## src/rtl/status_uart_tx_if.sv

```systemverilog
// Byte push channel into the status UART transmitter FIFO.
// A byte moves on every clock where in_valid and in_ready are both high; the
// sender holds in_data/in_valid until then, and in_ready never depends on in_valid.
interface status_uart_tx_if;
  logic [7:0] in_data;
  logic       in_valid;
  logic       in_ready;

  modport master (output in_data, output in_valid, input in_ready);
  modport slave  (input in_data, input in_valid, output in_ready);
endinterface

```

## src/rtl/status_uart_tx.sv

```systemverilog
// 8N1 LSB-first UART transmitter with a small byte FIFO and a per-frame
// latched bit period; frames run back-to-back while the FIFO holds data.
module status_uart_tx #(
  parameter int DEPTH = 4,
  parameter int DIV_W = 16
) (
  input  logic                     clock,
  input  logic                     resetb,
  status_uart_tx_if.slave          src,
  input  logic [DIV_W-1:0]         baud_div,
  output logic                     tx,
  output logic                     busy,
  output logic                     tx_done,
  output logic [$clog2(DEPTH):0]   level,
  output logic [1:0]               fsm_state
);

  localparam int PTR_W = $clog2(DEPTH);
  localparam int LVL_W = PTR_W + 1;

  typedef enum logic [1:0] {IDLE, START, DATA, STOP} state_t;

  state_t           state, state_nxt;
  logic [7:0]       mem [DEPTH];
  logic [PTR_W-1:0] wr_ptr, rd_ptr;
  logic [7:0]       sh, sh_nxt;
  logic [DIV_W-1:0] div, div_nxt, cnt, cnt_nxt, div_clamped;
  logic [2:0]       bit_idx, bit_idx_nxt;
  logic             tx_nxt, push, pop, bit_end;

  assign src.in_ready = (level != LVL_W'(DEPTH));
  assign push         = src.in_valid & src.in_ready;
  assign div_clamped  = (baud_div < DIV_W'(2)) ? DIV_W'(2) : baud_div;
  assign bit_end      = (cnt == div - DIV_W'(1));
  assign busy         = (state != IDLE);
  assign tx_done      = (state == STOP) && bit_end;
  assign fsm_state    = state;

  always_comb begin
    state_nxt   = state;
    sh_nxt      = sh;
    div_nxt     = div;
    cnt_nxt     = cnt;
    bit_idx_nxt = bit_idx;
    tx_nxt      = tx;
    pop         = 1'b0;
    case (state)
      IDLE: begin
        cnt_nxt = '0;
        if (level != '0) begin
          pop       = 1'b1;
          sh_nxt    = mem[rd_ptr];
          div_nxt   = div_clamped;
          state_nxt = START;
          tx_nxt    = 1'b0;
        end
      end
      START: begin
        if (bit_end) begin
          cnt_nxt     = '0;
          state_nxt   = DATA;
          tx_nxt      = sh[0];
          bit_idx_nxt = 3'd0;
        end else begin
          cnt_nxt = cnt + DIV_W'(1);
        end
      end
      DATA: begin
        if (bit_end) begin
          cnt_nxt = '0;
          if (bit_idx == 3'd7) begin
            state_nxt = STOP;
            tx_nxt    = 1'b1;
          end else begin
            sh_nxt      = {1'b0, sh[7:1]};
            tx_nxt      = sh[1];
            bit_idx_nxt = bit_idx + 3'd1;
          end
        end else begin
          cnt_nxt = cnt + DIV_W'(1);
        end
      end
      STOP: begin
        if (bit_end) begin
          cnt_nxt = '0;
          // Chain straight into the next START so queued frames have no idle gap.
          if (level != '0) begin
            pop       = 1'b1;
            sh_nxt    = mem[rd_ptr];
            div_nxt   = div_clamped;
            state_nxt = START;
            tx_nxt    = 1'b0;
          end else begin
            state_nxt = IDLE;
          end
        end else begin
          cnt_nxt = cnt + DIV_W'(1);
        end
      end
      default: state_nxt = IDLE;
    endcase
  end

  always_ff @(posedge clock or negedge resetb) begin
    if (!resetb) begin
      state   <= IDLE;
      sh      <= '0;
      div     <= '0;
      cnt     <= '0;
      bit_idx <= '0;
      tx      <= 1'b1;
    end else begin
      state   <= state_nxt;
      sh      <= sh_nxt;
      div     <= div_nxt;
      cnt     <= cnt_nxt;
      bit_idx <= bit_idx_nxt;
      tx      <= tx_nxt;
    end
  end

  always_ff @(posedge clock) begin
    if (push) mem[wr_ptr] <= src.in_data;
  end

  always_ff @(posedge clock or negedge resetb) begin
    if (!resetb) begin
      wr_ptr <= '0;
      rd_ptr <= '0;
      level  <= '0;
    end else begin
      if (push) wr_ptr <= wr_ptr + PTR_W'(1);
      if (pop)  rd_ptr <= rd_ptr + PTR_W'(1);
      case ({push, pop})
        2'b10:   level <= level + LVL_W'(1);
        2'b01:   level <= level - LVL_W'(1);
        default: level <= level;
      endcase
    end
  end

endmodule
```

## src/flat_wrapper.sv

```systemverilog
// flat-port wrapper written by rule: the top's interface ports become plain ports
module status_uart_tx_flat 
#(
  parameter int DEPTH = 4,
  parameter int DIV_W = 16
)
  (clock, resetb, baud_div, tx, busy, tx_done, level, fsm_state, src_in_data, src_in_valid, src_in_ready);
  status_uart_tx_if src_i ();
  input  logic clock;
  input  logic resetb;
  input  logic [DIV_W-1:0] baud_div;
  output logic tx;
  output logic busy;
  output logic tx_done;
  output logic [$clog2(DEPTH):0] level;
  output logic [1:0] fsm_state;
  input wire logic [$bits(src_i.in_data)-1:0] src_in_data;
  input wire logic [$bits(src_i.in_valid)-1:0] src_in_valid;
  output wire logic [$bits(src_i.in_ready)-1:0] src_in_ready;
  assign src_i.in_data = src_in_data;
  assign src_i.in_valid = src_in_valid;
  assign src_in_ready = src_i.in_ready;
  status_uart_tx #(.DEPTH(DEPTH), .DIV_W(DIV_W)) u_core (.clock(clock), .resetb(resetb), .src(src_i), .baud_div(baud_div), .tx(tx), .busy(busy), .tx_done(tx_done), .level(level), .fsm_state(fsm_state));
endmodule
```

## config.mk

```make
export PLATFORM = sky130hd
export DESIGN_NAME = status_uart_tx_flat
export DESIGN_NICKNAME = d
export VERILOG_FILES = /design/src/rtl/status_uart_tx_if.sv /design/src/rtl/status_uart_tx.sv /design/src/flat_wrapper.sv
export SDC_FILE = /design/constraint.sdc
export NUM_CORES = 1
export LEC_CHECK = 0
export BUFFER_PORTS_ARGS = -buffer_cell sky130_fd_sc_hd__buf_2
export CAP_MARGIN = 20
export CORE_UTILIZATION = 65
export DETAILED_ROUTE_END_ITERATION = 12
export GPL_TIMING_DRIVEN = 0
export PLACE_DENSITY = 0.85
export SLEW_MARGIN = 20
export SYNTH_ARGS = -nofsm -noshare
export SYNTH_HDL_FRONTEND = slang
export SYNTH_SLANG_ARGS = --single-unit
```

## constraint.sdc

```tcl
create_clock -name clock -period 5.8 [get_ports clock]
set_clock_uncertainty 0.1 [all_clocks]
set_input_delay 1.45 -clock clock [delete_from_list [all_inputs] [get_ports clock]]
set_output_delay 1.45 -clock clock [all_outputs]
set_load 0.05 [all_outputs]
```

==> results of run 1 <==
==> report_power, final <==
group / switching, mW / internal (mW)
Sequential: 0.172 / 0.819
Combinational: 0.819 / 0.629
Clock: 0.236 / 0.160
Total: 1.23 / 1.61
==> worst max-delay path by stage <==
stage                             start      end  cells past startpoint
after floorplan           u_core.div[3]  tx_done                      8
after global placement    u_core.div[4]  tx_done                      9
after detailed placement  u_core.div[4]  tx_done                      9
after CTS                 u_core.div[4]  tx_done                      9
after global routing      u_core.div[0]  tx_done                     10
final                     u_core.div[4]  tx_done                      9
==> flip-flops by register name, summed over array words and instances (netlist names) <==
signal,cells
u_core.div,16
u_core.cnt,16
u_core.sh,8
u_core.fsm_state,2
u_core.rd_ptr,2
u_core.mem,32
u_core.level,3
u_core.tx,1
u_core.bit_idx,3
u_core.wr_ptr,2
==> cells in the mapped netlist, drive strengths merged (3+ instances only) <==
| cell | instances |
|---|---|
| a211oi | 4 |
| a21oi | 4 |
| a22o | 5 |
| a22oi | 6 |
| a31oi | 3 |
| and2 | 3 |
| and3 | 10 |
| buf | 10 |
| clkbuf | 14 |
| dfrtp | 52 |
| edfxtp | 32 |
| ha | 15 |
| inv | 15 |
| mux2 | 16 |
| mux2i | 9 |
| mux4 | 8 |
| nand2 | 17 |
| nand3 | 17 |
| nand3b | 6 |
| nand4 | 5 |
| nor2 | 32 |
| nor2b | 6 |
| nor3 | 10 |
| nor4 | 17 |
| o211ai | 7 |
| o21ai | 10 |
| or2 | 3 |
| or3 | 4 |
| or4 | 3 |
| xnor2 | 26 |
| xor2 | 18 |
==> routing by layer <==
| layer | GRT usage | vias up | share of wire |
|---|---|---|---|
| met5 | 0 | - | 0 |
| met4 | 0.103 | 0 | 0.016 |
| li1 | - | 1607 | - |
| met3 | 0.0550 | 20 | 0.063 |
| met1 | 0.381 | 1700 | 0.43 |
| met2 | 0.468 | 146 | 0.49 |
==> logic make-up after synthesis <==
kind of cell,after synthesis,synth area share
simple gates,140,0.164
flops,85,0.484
compound gates,56,0.0883
xor+xnor,44,0.0815
buf+inv,39,0.0370
mux,33,0.102
fa+ha+maj,16,0.0439
==> worst max-delay path, stage by stage, from the launching register on <==
cell and delay (ps):
sky130_fd_sc_hd__dfrtp_1 370, sky130_fd_sc_hd__buf_2 180, sky130_fd_sc_hd__or4_4 570, sky130_fd_sc_hd__nor4_1 320, sky130_fd_sc_hd__xnor2_1 200, sky130_fd_sc_hd__nand3_1 90
sky130_fd_sc_hd__or4_1 520, sky130_fd_sc_hd__nor4b_1 390, sky130_fd_sc_hd__and2_1 190, sky130_fd_sc_hd__buf_2 260
==> area by class of cell <==
| class | count | area (um^2) |
|---|---|---|
| multi-input cells | 289 | 2270 |
| fillers | 486 | 1700 |
| well taps | 96 | 120 |
| plain buffers | 24 | 119 |
| inverters | 15 | 56.3 |
| flip-flops and latches | 85 | 2290 |
| clock buffers | 9 | 124 |
| repair buffers | 35 | 178 |
| clock inverters | 7 | 56.3 |
==> out/results.env, run 1 <==
AVERAGE_CELL_AREA_AFTER_SYNTHESIS_UM2=11.5
DP_HPWL_MM=7.39
INITIAL_UTILIZATION=0.685
ANT_NETS=0
ROUTED_WIRE_LENGTH_PER_INSTANCE_UM=18.3
MIN_DELAY_WORST_ENDPOINT='u_core.level[0]'
UTILIZATION=0.754
OUTCOME='completed'
PLACE_INST=544
PERIOD_NEEDED_PS=5000
CLOCKBUFFERDEPTH=2
NETLIST_INSTANCES=413
TIMING.FINAL.MAX_SLEW_VIOLATIONS=0
CTS_MAX_LEVEL=3
POWER.DENSITY_nW_PER_UM2=544
CLOCK_INPUT_TRANSITION_AT_THE_SEQUENTIAL_CELLS_OF_THE_WORST_SETUP_AND_HOLD_PATHS_PS=90
TIMING.SETUP.CRITICAL_PATH_CLASS='register to output port'
DIEAREA_UM2=7620
SYNTHFLOPTYPE='sky130_fd_sc_hd__dfrtp_1'
GPL.FINAL_WEIGHTED_CONGESTION=0.855
FINAL_CELL_MIX='sky130_fd_sc_hd__dfrtp_1 (52), sky130_fd_sc_hd__buf_2 (39), sky130_fd_sc_hd__nor2_1 (32), sky130_fd_sc_hd__edfxtp_1 (32), sky130_fd_sc_hd__xnor2_1 (26)'
DIE-HEIGHT_UM=87.3
R2R_SLACK_PS=1580
OVERFLOW=0
YS_FF_LATCH=85
TIGHTESTPINTRANSITION_PS=863
GRT_PASS1_VIAS=3247
PEAKVDDDROP_V=0.000386
WORSTHOLDSTART='u_core.level[0]'
POST-PLACE-WS_PS=1250
DESIGN_AREA_UM2=5210
POST-ROUTE-WORST-SETUP-SLACK_PS=802
SETUP_REPAIR_AFTER_GLOBAL_ROUTING_MISSED_ITS_MARGIN='false'
TOTAL_LEAKAGE_POWER_nW=2.14
GLOBAL_ROUTE.USAGE.TOTAL=0.286
LIBRARY_CELLS_USED_BY_SYNTHESIS=62
FIRSTDRTPASSITERS=5
MOST_COMMON_CELL_AFTER_LAYOUT_FILL_AND_TAPS_ASIDE='sky130_fd_sc_hd__dfrtp_1'
CP_DATA_REQUIRED_TIME_PS=4250
STARTPOINT_TYPE_OF_THE_WORST_SETUP_PATH='register'
SYNTHDOMINANTAREACELLTYPE='sky130_fd_sc_hd__dfrtp_1'
ROUTED-VIA-COUNT=3473
PORTBUFFERS=35
CTS_INSERTED_BUFFERS=9
WORSTPATHMAXFANOUT=8
DIE-WIDTH_UM=87.3
SETUP-TNS-FINAL_PS=0
TOTAL_POWER_mW=2.83
WORST_CASE_REG_TO_REG_PATH_DEPTH=16
LARGEST_NET_DEGREE_AT_THE_START_OF_GLOBAL_ROUTING=54
WORST_SETUP_PATH_END_KIND='output port'
DPL_CELL_AREA_UM2=5030
TOTALWIRELENGTH_MM=10.2
FIN_HOLD_WS_PS=424
FINISH.NET_COUNT=502
R2R_END='u_core.level[2]'
CLKLATENCYLATEPIN_PS=360
FINALHOLDVIOLATIONS=0
AVGVIACOUNTPERCELL=6.20
YS_SEQ_AREA_FRAC=0.484
CTS_RESIZED=0
CLOCK-SINKS=85
INITIALDRTVIOLATIONCOUNT=306
POST-SYNTH-TOP-AREA-FRACTION=0.275
SYNTHESIS.NETS=456
HOLD_PATH_CLASS='register to register'
YOSYS_WARNINGS=0
SYNTH_TOP_CELLS_BY_AREA='sky130_fd_sc_hd__dfrtp_1 (28%), sky130_fd_sc_hd__edfxtp_1 (20%), sky130_fd_sc_hd__xnor2_1 (4.8%)'
SHARE_OF_CELLS_ABOVE_DRIVE_STRENGTH_1=0.181
FINAL_MIN_PERIOD_OVER_CLOCK_PERIOD=0.862
N_ANTENNA_CELL=0
HOLD_BUFFERS=0
LAYOUT-AREA-OVERHEAD-VS-SYNTH_PCT=10.1
CTS_ROOT_BUF='sky130_fd_sc_hd__clkbuf_8'
POST_SYNTHESIS_INSTANCE_AREA_UM2=4730
TRITONCTS_CLOCK_TREE='done'
CRIT_ARRIVAL_PS=3450
RELSLEWSLACK=0.421
FP-ROW-COUNT=30
FRACTION_OF_REGISTERS_WITH_ASYNC_SET_RESET=0.624
REG2REG_FROM='u_core.div[0]'
TIMING.FMAX_MHz=200
GRT_FIRST_PASS_WIRELENGTH_MM=16.1
IO_PINS=36
DRC=0
INITIAL_ANTENNA_VIOLATION_COUNT=0
POST_LAYOUT_NONFILLER_INSTANCES=560
MAXCAPVIOLATIONS=0
POSTCTSSETUPREPAIRBUFS=0
NUMBER_OF_ENABLE_TYPE_REGISTER_CELLS_IN_THE_SYNTHESIZED_NETLIST=32
CORE_AREA_UM2=6910
HOLD_DEPTH=1
FINALSETUPVIOLATIONS=0
No activity file was read; power rests on OpenSTA's default activity.
==> run 2, diff against run 1 <==
--- a/config.mk
+++ b/config.mk
@@ -7,10 +7,9 @@
 export LEC_CHECK = 0
 export BUFFER_PORTS_ARGS = -buffer_cell sky130_fd_sc_hd__buf_2
 export CAP_MARGIN = 20
-export CORE_UTILIZATION = 65
+export CORE_UTILIZATION = 35
 export DETAILED_ROUTE_END_ITERATION = 12
 export GPL_TIMING_DRIVEN = 0
-export PLACE_DENSITY = 0.85
 export SLEW_MARGIN = 20
 export SYNTH_ARGS = -nofsm -noshare
 export SYNTH_HDL_FRONTEND = slang
==> run 2 against run 1 <==
Routed wire length decreased by 3.0%. Combinational power is essentially flat. Sequential cell count unchanged. Critical path depth unchanged. Non-clock buffer count stayed put. Via count shrank 4.8%. Utilization shrank 34 points. Clock power rose by 40%. Design area up 4.0%. Power up 4.7%. Sequential power hardly changed. Global-route usage decreased by 14 points. Critical endpoint unchanged. Largest cell class unchanged. Largest power group unchanged. Highest routed layer unchanged.
==> out/results.env, run 2 (synthesis results as in run 1) <==
TIMING.CRITICAL_PATH.MODE_CELL='sky130_fd_sc_hd__buf_2'
ROUTED_WIRE_LENGTH_PER_INSTANCE_UM=15.5
UTILIZATION=0.411
TIGHTESTPINTRANSITION_PS=812
CTS_ROOT_BUF='sky130_fd_sc_hd__clkbuf_16'
GRT_FIRST_PASS_WIRELENGTH_MM=16.3
CP.BUFFERS_INVERTERS=2
SETUP-TNS-FINAL_PS=0
POST-ROUTE-WORST-SETUP-SLACK_PS=952
CTS_RESIZED=0
ANT_NETS=0
FINAL_CELL_MIX='sky130_fd_sc_hd__dfrtp_1 (52), sky130_fd_sc_hd__buf_2 (39), sky130_fd_sc_hd__nor2_1 (32), sky130_fd_sc_hd__edfxtp_1 (32), sky130_fd_sc_hd__xnor2_1 (26)'
INITIAL_UTILIZATION=0.359
CP_CELL_SEQUENCE='buf_2, or4_4, nor4_1, xnor2_1, nand3_1, or4_1, nor4b_1, and2_1, buf_2'
POST-PLACE-WS_PS=1300
CLKLATENCYLATEPIN_PS=340
POSTCTSSETUPREPAIRBUFS=0
FINALSETUPVIOLATIONS=0
SETUP_REPAIR_AFTER_GLOBAL_ROUTING_MISSED_ITS_MARGIN='false'
INITIALDRTVIOLATIONCOUNT=213
CRIT_ARRIVAL_PS=3300
DP_HPWL_MM=7.13
CTS_MAX_LEVEL=3
STARTPOINT_TYPE_OF_THE_WORST_SETUP_PATH='register'
DIEAREA_UM2=14000
FP-ROW-COUNT=42
FINALHOLDVIOLATIONS=0
PEAKVDDDROP_V=0.000389
HOLD_BUFFERS=0
RELSLEWSLACK=0.454
TOTALWIRELENGTH_MM=9.92
GRT_PASS1_VIAS=3286
MOST_COMMON_CELL_AFTER_LAYOUT_FILL_AND_TAPS_ASIDE='sky130_fd_sc_hd__dfrtp_1'
LAYOUT-AREA-OVERHEAD-VS-SYNTH_PCT=14.5
SHARE_OF_CELLS_ABOVE_DRIVE_STRENGTH_1=0.181
FINISH.NET_COUNT=502
WORST_PATH_DOMINANT_CELL_FAMILY='simple AND/OR/NAND/NOR gates'
FINAL_MIN_PERIOD_OVER_CLOCK_PERIOD=0.836
TIMING.FMAX_MHz=206
CTS_INSERTED_BUFFERS=9
IO_PINS=36
WORSTPATHMAXFANOUT=8
CP_SLOWEST_STAGE_DELAY_PS=560
TOTAL_POWER_mW=2.97
POWER.DENSITY_nW_PER_UM2=548
CORE_AREA_UM2=13200
HOLD_PATH_CLASS='register to register'
AVGVIACOUNTPERCELL=5.17
ROUTED-VIA-COUNT=3308
CLOCKBUFFERDEPTH=2
TIMING.SETUP.CRITICAL_PATH_CLASS='register to output port'
PORTBUFFERS=35
CLOCK_INPUT_TRANSITION_AT_THE_SEQUENTIAL_CELLS_OF_THE_WORST_SETUP_AND_HOLD_PATHS_PS=60
GPL.FINAL_WEIGHTED_CONGESTION=0.836
MAXCAPVIOLATIONS=0
OVERFLOW=0
WORST_PATH_MAX_DELAY_CELL='sky130_fd_sc_hd__or4_4'
OUTCOME='completed'
LARGEST_REGISTER_FFS=32
CP_DATA_REQUIRED_TIME_PS=4250
N_ANTENNA_CELL=0
LARGEST_NET_DEGREE_AT_THE_START_OF_GLOBAL_ROUTING=54
GLOBAL_ROUTE.USAGE.TOTAL=0.150
DRC=0
FIRSTDRTPASSITERS=4
TOP_REGISTER='u_core.mem'
PERIOD_NEEDED_PS=4850
CLOCK-SINKS=85
TOTAL_LEAKAGE_POWER_nW=2.20
DIE-HEIGHT_UM=118
TIMING.FINAL.MAX_SLEW_VIOLATIONS=0
WORST_SETUP_PATH_END_KIND='output port'
DIE-WIDTH_UM=118
FINAL.FILL_COUNT=1284
INITIAL_ANTENNA_VIOLATION_COUNT=0
LAYOUT_TOP_REGISTERS='u_core.mem: 32 flops, u_core.cnt: 16 flops, u_core.div: 16 flops'
TRITONCTS_CLOCK_TREE='done'
[run 2: per-layer routing]
metal	vias to the layer above	GRT usage	routed length (um)	share of wire
met1	1590	0.205	4750	0.48
li1	1617	-	-	-
met5	-	0	0	0
met2	91	0.223	4400	0.44
met4	0	0.0537	133	0.013
met3	10	0.0454	639	0.064
[run 2: layout make-up]
| type | instances | area, um^2 | share of cell area |
|---|---|---|---|
| Buffer | 24 | 119 | 0.0219 |
| Clock buffer | 9 | 225 | 0.0416 |
| Clock inverter | 7 | 62.6 | 0.0116 |
| Inverter | 15 | 56.3 | 0.0104 |
| Multi-Input combinational cell | 289 | 2270 | 0.419 |
| Sequential cell | 85 | 2290 | 0.422 |
| Tap cell | 176 | 220 | 0.0407 |
| Timing Repair Buffer | 35 | 178 | 0.0328 |
[run 2: final timing paths]
kind	startpoint	endpoint	slack, ps	depth (start not counted)
hold / removal	u_core.div[15]	u_core.div[15]	420	1
max in group asynchronous	resetb	u_core.wr_ptr[0]	4080	1
setup reg to reg	u_core.div[7]	u_core.level[2]	1570	14
min in group asynchronous	resetb	u_core.div[10]	1050	1
setup / recovery	u_core.div[4]	tx_done	950	9
hold reg to reg	u_core.div[15]	u_core.div[15]	420	1
[run 2: power breakdown]
group          leakage (nW)  internal, mW  switching, mW
clock network         0.145         0.301          0.255
logic                  1.11         0.626          0.796
registers             0.951         0.820          0.171
total                  2.20          1.75           1.22
[run 2: through the flow]
step           std cells  hold slack [ps]  cell area [um^2]
4_1_cts              640              425              5420
3_3_place_gp         624              400              5130
2_1_floorplan        413              386              4730
5_1_grt              640              450              5420
6_report             640              423              5420
3_5_place_dp         624              410              5130
==> run 3, diff against run 2 <==
--- a/config.mk
+++ b/config.mk
@@ -5,6 +5,7 @@
 export SDC_FILE = /design/constraint.sdc
 export NUM_CORES = 1
 export LEC_CHECK = 0
+export ABC_AREA = 1
 export BUFFER_PORTS_ARGS = -buffer_cell sky130_fd_sc_hd__buf_2
 export CAP_MARGIN = 20
 export CORE_UTILIZATION = 35
==> constraint.sdc (replaced) <==
create_clock -name clock -period 4 [get_ports clock]
set_clock_uncertainty 0.1 [all_clocks]
set_input_delay 1 -clock clock [delete_from_list [all_inputs] [get_ports clock]]
set_output_delay 1 -clock clock [all_outputs]
set_load 0.05 [all_outputs]
==> run 3 against run 2 <==
Sequential power increased by 42%. Register-to-register slack lost 1000 ps. Utilization increased by 0.28 points. Synthesized cell count up 45%. Sequential cell count unchanged.
==> out/results.env, run 3 <==
SYNTHESIS.NETS=640
TIMING.SETUP.CRITICAL_PATH_CLASS='register to output port'
DRC=0
POWER.SHARE.SEQUENTIAL=0.323
INITIAL_ANTENNA_VIOLATION_COUNT=0
LAYOUT_TOP_REGISTERS='u_core.mem: 32 flops, u_core.cnt: 16 flops, u_core.div: 16 flops'
CLOCK-SINKS=85
TOTAL_POWER_mW=4.35
WORST_CASE_REG_TO_REG_PATH_DEPTH=22
GLOBAL_ROUTE.USAGE.TOTAL=0.161
WORST_PATH_MAX_DELAY_CELL='sky130_fd_sc_hd__dfrtp_1'
DIEAREA_UM2=14200
PERIOD_NEEDED_PS=3650
SYNTH_TOP_CELLS_BY_AREA='sky130_fd_sc_hd__dfrtp_1 (27%), sky130_fd_sc_hd__edfxtp_1 (20%), sky130_fd_sc_hd__nand2_1 (15%)'
SYNTH_TOP_CELLS_BY_COUNT='sky130_fd_sc_hd__nand2_1 (195), sky130_fd_sc_hd__inv_1 (63), sky130_fd_sc_hd__nand3_1 (57), sky130_fd_sc_hd__nor2_1 (54), sky130_fd_sc_hd__dfrtp_1 (52)'
GPL.FINAL_WEIGHTED_CONGESTION=0.891
FINISH.NET_COUNT=686
CRIT_ARRIVAL_PS=2550
MOST_COMMON_CELL_AFTER_LAYOUT_FILL_AND_TAPS_ASIDE='sky130_fd_sc_hd__nand2_1'
AVERAGE_CELL_AREA_AFTER_SYNTHESIS_UM2=8.04
RELSLEWSLACK=0.463
ROUTED-VIA-COUNT=3919
TIMING.FINAL.MAX_SLEW_VIOLATIONS=0
FINAL_CELL_MIX='sky130_fd_sc_hd__nand2_1 (195), sky130_fd_sc_hd__inv_1 (63), sky130_fd_sc_hd__nand3_1 (57)'
POSTCTSSETUPREPAIRBUFS=0
CLOCK_INPUT_TRANSITION_AT_THE_SEQUENTIAL_CELLS_OF_THE_WORST_SETUP_AND_HOLD_PATHS_PS=60
FP-ROW-COUNT=42
FIN_HOLD_WS_PS=358
WORST_SETUP_PATH_END_KIND='output port'
CTS_RESIZED=0
PEAKVDDDROP_V=0.000361
INITIAL_UTILIZATION=0.361
FINALSETUPVIOLATIONS=0
SW_FRAC_OF_TOTAL=0.463
CTS_INSERTED_BUFFERS=9
LIBRARY_CELLS_USED_BY_SYNTHESIS=40
CLOCKBUFFERDEPTH=2
MAXCAPVIOLATIONS=0
NUMBER_OF_ENABLE_TYPE_REGISTER_CELLS_IN_THE_SYNTHESIZED_NETLIST=32
NETSWITCHINGPOWER_mW=2.02
SETUP_REPAIR_AFTER_GLOBAL_ROUTING_MISSED_ITS_MARGIN='false'
FINALHOLDVIOLATIONS=0
FINAL_MIN_PERIOD_OVER_CLOCK_PERIOD=0.912
CORE_AREA_UM2=13300
CP.BUFFERS_INVERTERS=4
STARTPOINT_TYPE_OF_THE_WORST_SETUP_PATH='register'
NETLIST_INSTANCES=597
POST-SYNTH-TOP-AREA-FRACTION=0.271
TRITONCTS_CLOCK_TREE='done'
ROUTED_WIRE_LENGTH_PER_INSTANCE_UM=12.6
SYNTH.MOST_COMMON_CELL='sky130_fd_sc_hd__nand2_1'
TIMING.FMAX_MHz=274
CLKLATENCYLATEPIN_PS=340
SYNTHDOMINANTAREACELLTYPE='sky130_fd_sc_hd__dfrtp_1'
GRT_FIRST_PASS_WIRELENGTH_MM=18.1
DIE-HEIGHT_UM=119
SHARE_OF_CELLS_ABOVE_DRIVE_STRENGTH_1=0.134
OVERFLOW=0
ANT_NETS=0
DIE-WIDTH_UM=119
HOLD_BUFFERS=0
IO_PINS=36
OUTCOME='completed'
CTS_MAX_LEVEL=3
N_ANTENNA_CELL=0
POWER.COMBINATIONAL.FRACTION=0.493
LARGEST_REGISTER_FFS=32
POWER.DENSITY_nW_PER_UM2=792
HOLD_PATH_CLASS='register to register'
GRT_PASS1_VIAS=4006
TIMING.CRITICAL_PATH.DEPTH=15
TOP_REGISTER='u_core.mem'
LARGEST_NET_DEGREE_AT_THE_START_OF_GLOBAL_ROUTING=54
CTS_ROOT_BUF='sky130_fd_sc_hd__clkbuf_16'
P_CLK_FRAC=0.184
HOLD_DEPTH=2
TIMING.CRITICAL_PATH.MODE_CELL='sky130_fd_sc_hd__nand2_1'
YOSYS_WARNINGS=0
CP_SLOWEST_STAGE_DELAY_PS=450
PORTBUFFERS=35
DP_HPWL_MM=8.01
TIGHTESTPINTRANSITION_PS=803
YS_SEQ_AREA_FRAC=0.477
SYNTHFLOPTYPE='sky130_fd_sc_hd__dfrtp_1'
TOTALWIRELENGTH_MM=10.4
DESIGN_AREA_UM2=5500
AVGVIACOUNTPERCELL=4.76
WORSTPATHMAXFANOUT=4
POST_SYNTHESIS_INSTANCE_AREA_UM2=4800
YS_FF_LATCH=85
FIRSTDRTPASSITERS=4
SETUP-TNS-FINAL_PS=0
TOTAL_LEAKAGE_POWER_nW=2.66
FRACTION_OF_REGISTERS_WITH_ASYNC_SET_RESET=0.624
LAYOUT-AREA-OVERHEAD-VS-SYNTH_PCT=14.5
DPL_CELL_AREA_UM2=5200
INTERNAL-POWER_mW=2.34
CP_DATA_REQUIRED_TIME_PS=2900
INITIALDRTVIOLATIONCOUNT=198
WORST_PATH_DOMINANT_CELL_FAMILY='simple AND/OR/NAND/NOR gates'
CP_CELL_SEQUENCE='inv_1, ha_1, inv_1, nor2_1, nand2_1, nor2_1, nand2_1, nand2_1, nand2_1, nor2_2, nand2_1, nor2_4, nand3_1, inv_1, buf_2'
==> run 3: cell count changes in the layout (fill, tap and decap cells not counted), moves of 9 or more <==
cell / before / now
sky130_fd_sc_hd__nor2_2: 0 / 9
sky130_fd_sc_hd__nand3_1: 17 / 57
sky130_fd_sc_hd__xnor2_1: 26 / 3
sky130_fd_sc_hd__inv_1: 15 / 63
sky130_fd_sc_hd__and3_1: 10 / 0
sky130_fd_sc_hd__nor2_1: 32 / 54
sky130_fd_sc_hd__o21ai_0: 6 / 20
sky130_fd_sc_hd__nor4_1: 15 / 4
sky130_fd_sc_hd__nand2_1: 17 / 195
sky130_fd_sc_hd__mux2i_1: 9 / 0
==> run 3: worst paths after layout <==
check,start,end,slack (ps)
setup / recovery,u_core.div[0],tx_done,350
hold / removal,u_core.tx,u_core.tx,360
setup reg to reg,u_core.div[0],u_core.level[2],560
hold reg to reg,u_core.tx,u_core.tx,360
max in group asynchronous,resetb,u_core.cnt[15],2740
min in group asynchronous,resetb,u_core.div[2],600
==> run 3: layout make-up <==
class                           count  area [um^2]
Fill cell                        1375         7800
Sequential cell                    85         2290
Multi-Input combinational cell    434         2210
Inverter                           67          251
Clock buffer                       10          239
Tap cell                          176          220
Timing Repair Buffer               35          178
Buffer                             11         55.1
Clock inverter                      6         52.6
==> run 3: per-stage QoR <==
| stage | util | cells | setup slack [ps] |
|---|---|---|---|
| 3_5_place_dp | 0.391 | 808 | 564 |
| 4_1_cts | 0.413 | 824 | 325 |
| 6_report | 0.413 | 824 | 350 |
| 2_1_floorplan | - | 597 | 996 |
| 5_1_grt | 0.413 | 824 | 119 |
| 3_3_place_gp | 0.391 | 808 | 618 |
==> run 3: metal layers <==
layer | track usage | up-vias | routed length [um]
li1 | - | 2019 | -
met1 | 0.185 | 1834 | 4480
met2 | 0.289 | 58 | 5470
met3 | 0.0417 | 8 | 372
met4 | 0.0546 | 0 | 99
met5 | 0 | - | 0
==> run 3: cells by family after synthesis <==
group                      synth area share
AOI/OAI and AO/OA                    0.0605
DFF                                   0.477
buffers and inverters                0.0638
adders and majority gates            0.0433
xor gates and xnor gates             0.0310
and+or+nand+nor                       0.325
==> run 3: tightest hold or removal path, delay by kind of cell (launching register included) <==
family / cells / cell delay, ps
flops: 1 / 370
simple gates: 2 / 90
==> run 3: power by group through the flow <==
stage	clock [mW]	combinational, mW	sequential, mW
2_1_floorplan	0	1.59	1.46
3_3_place_gp	0	2.11	1.41
3_5_place_dp	0	2.16	1.42
4_1_cts	0.823	2.17	1.41
5_1_grt	0.860	2.46	1.45
6_report	0.803	2.15	1.41
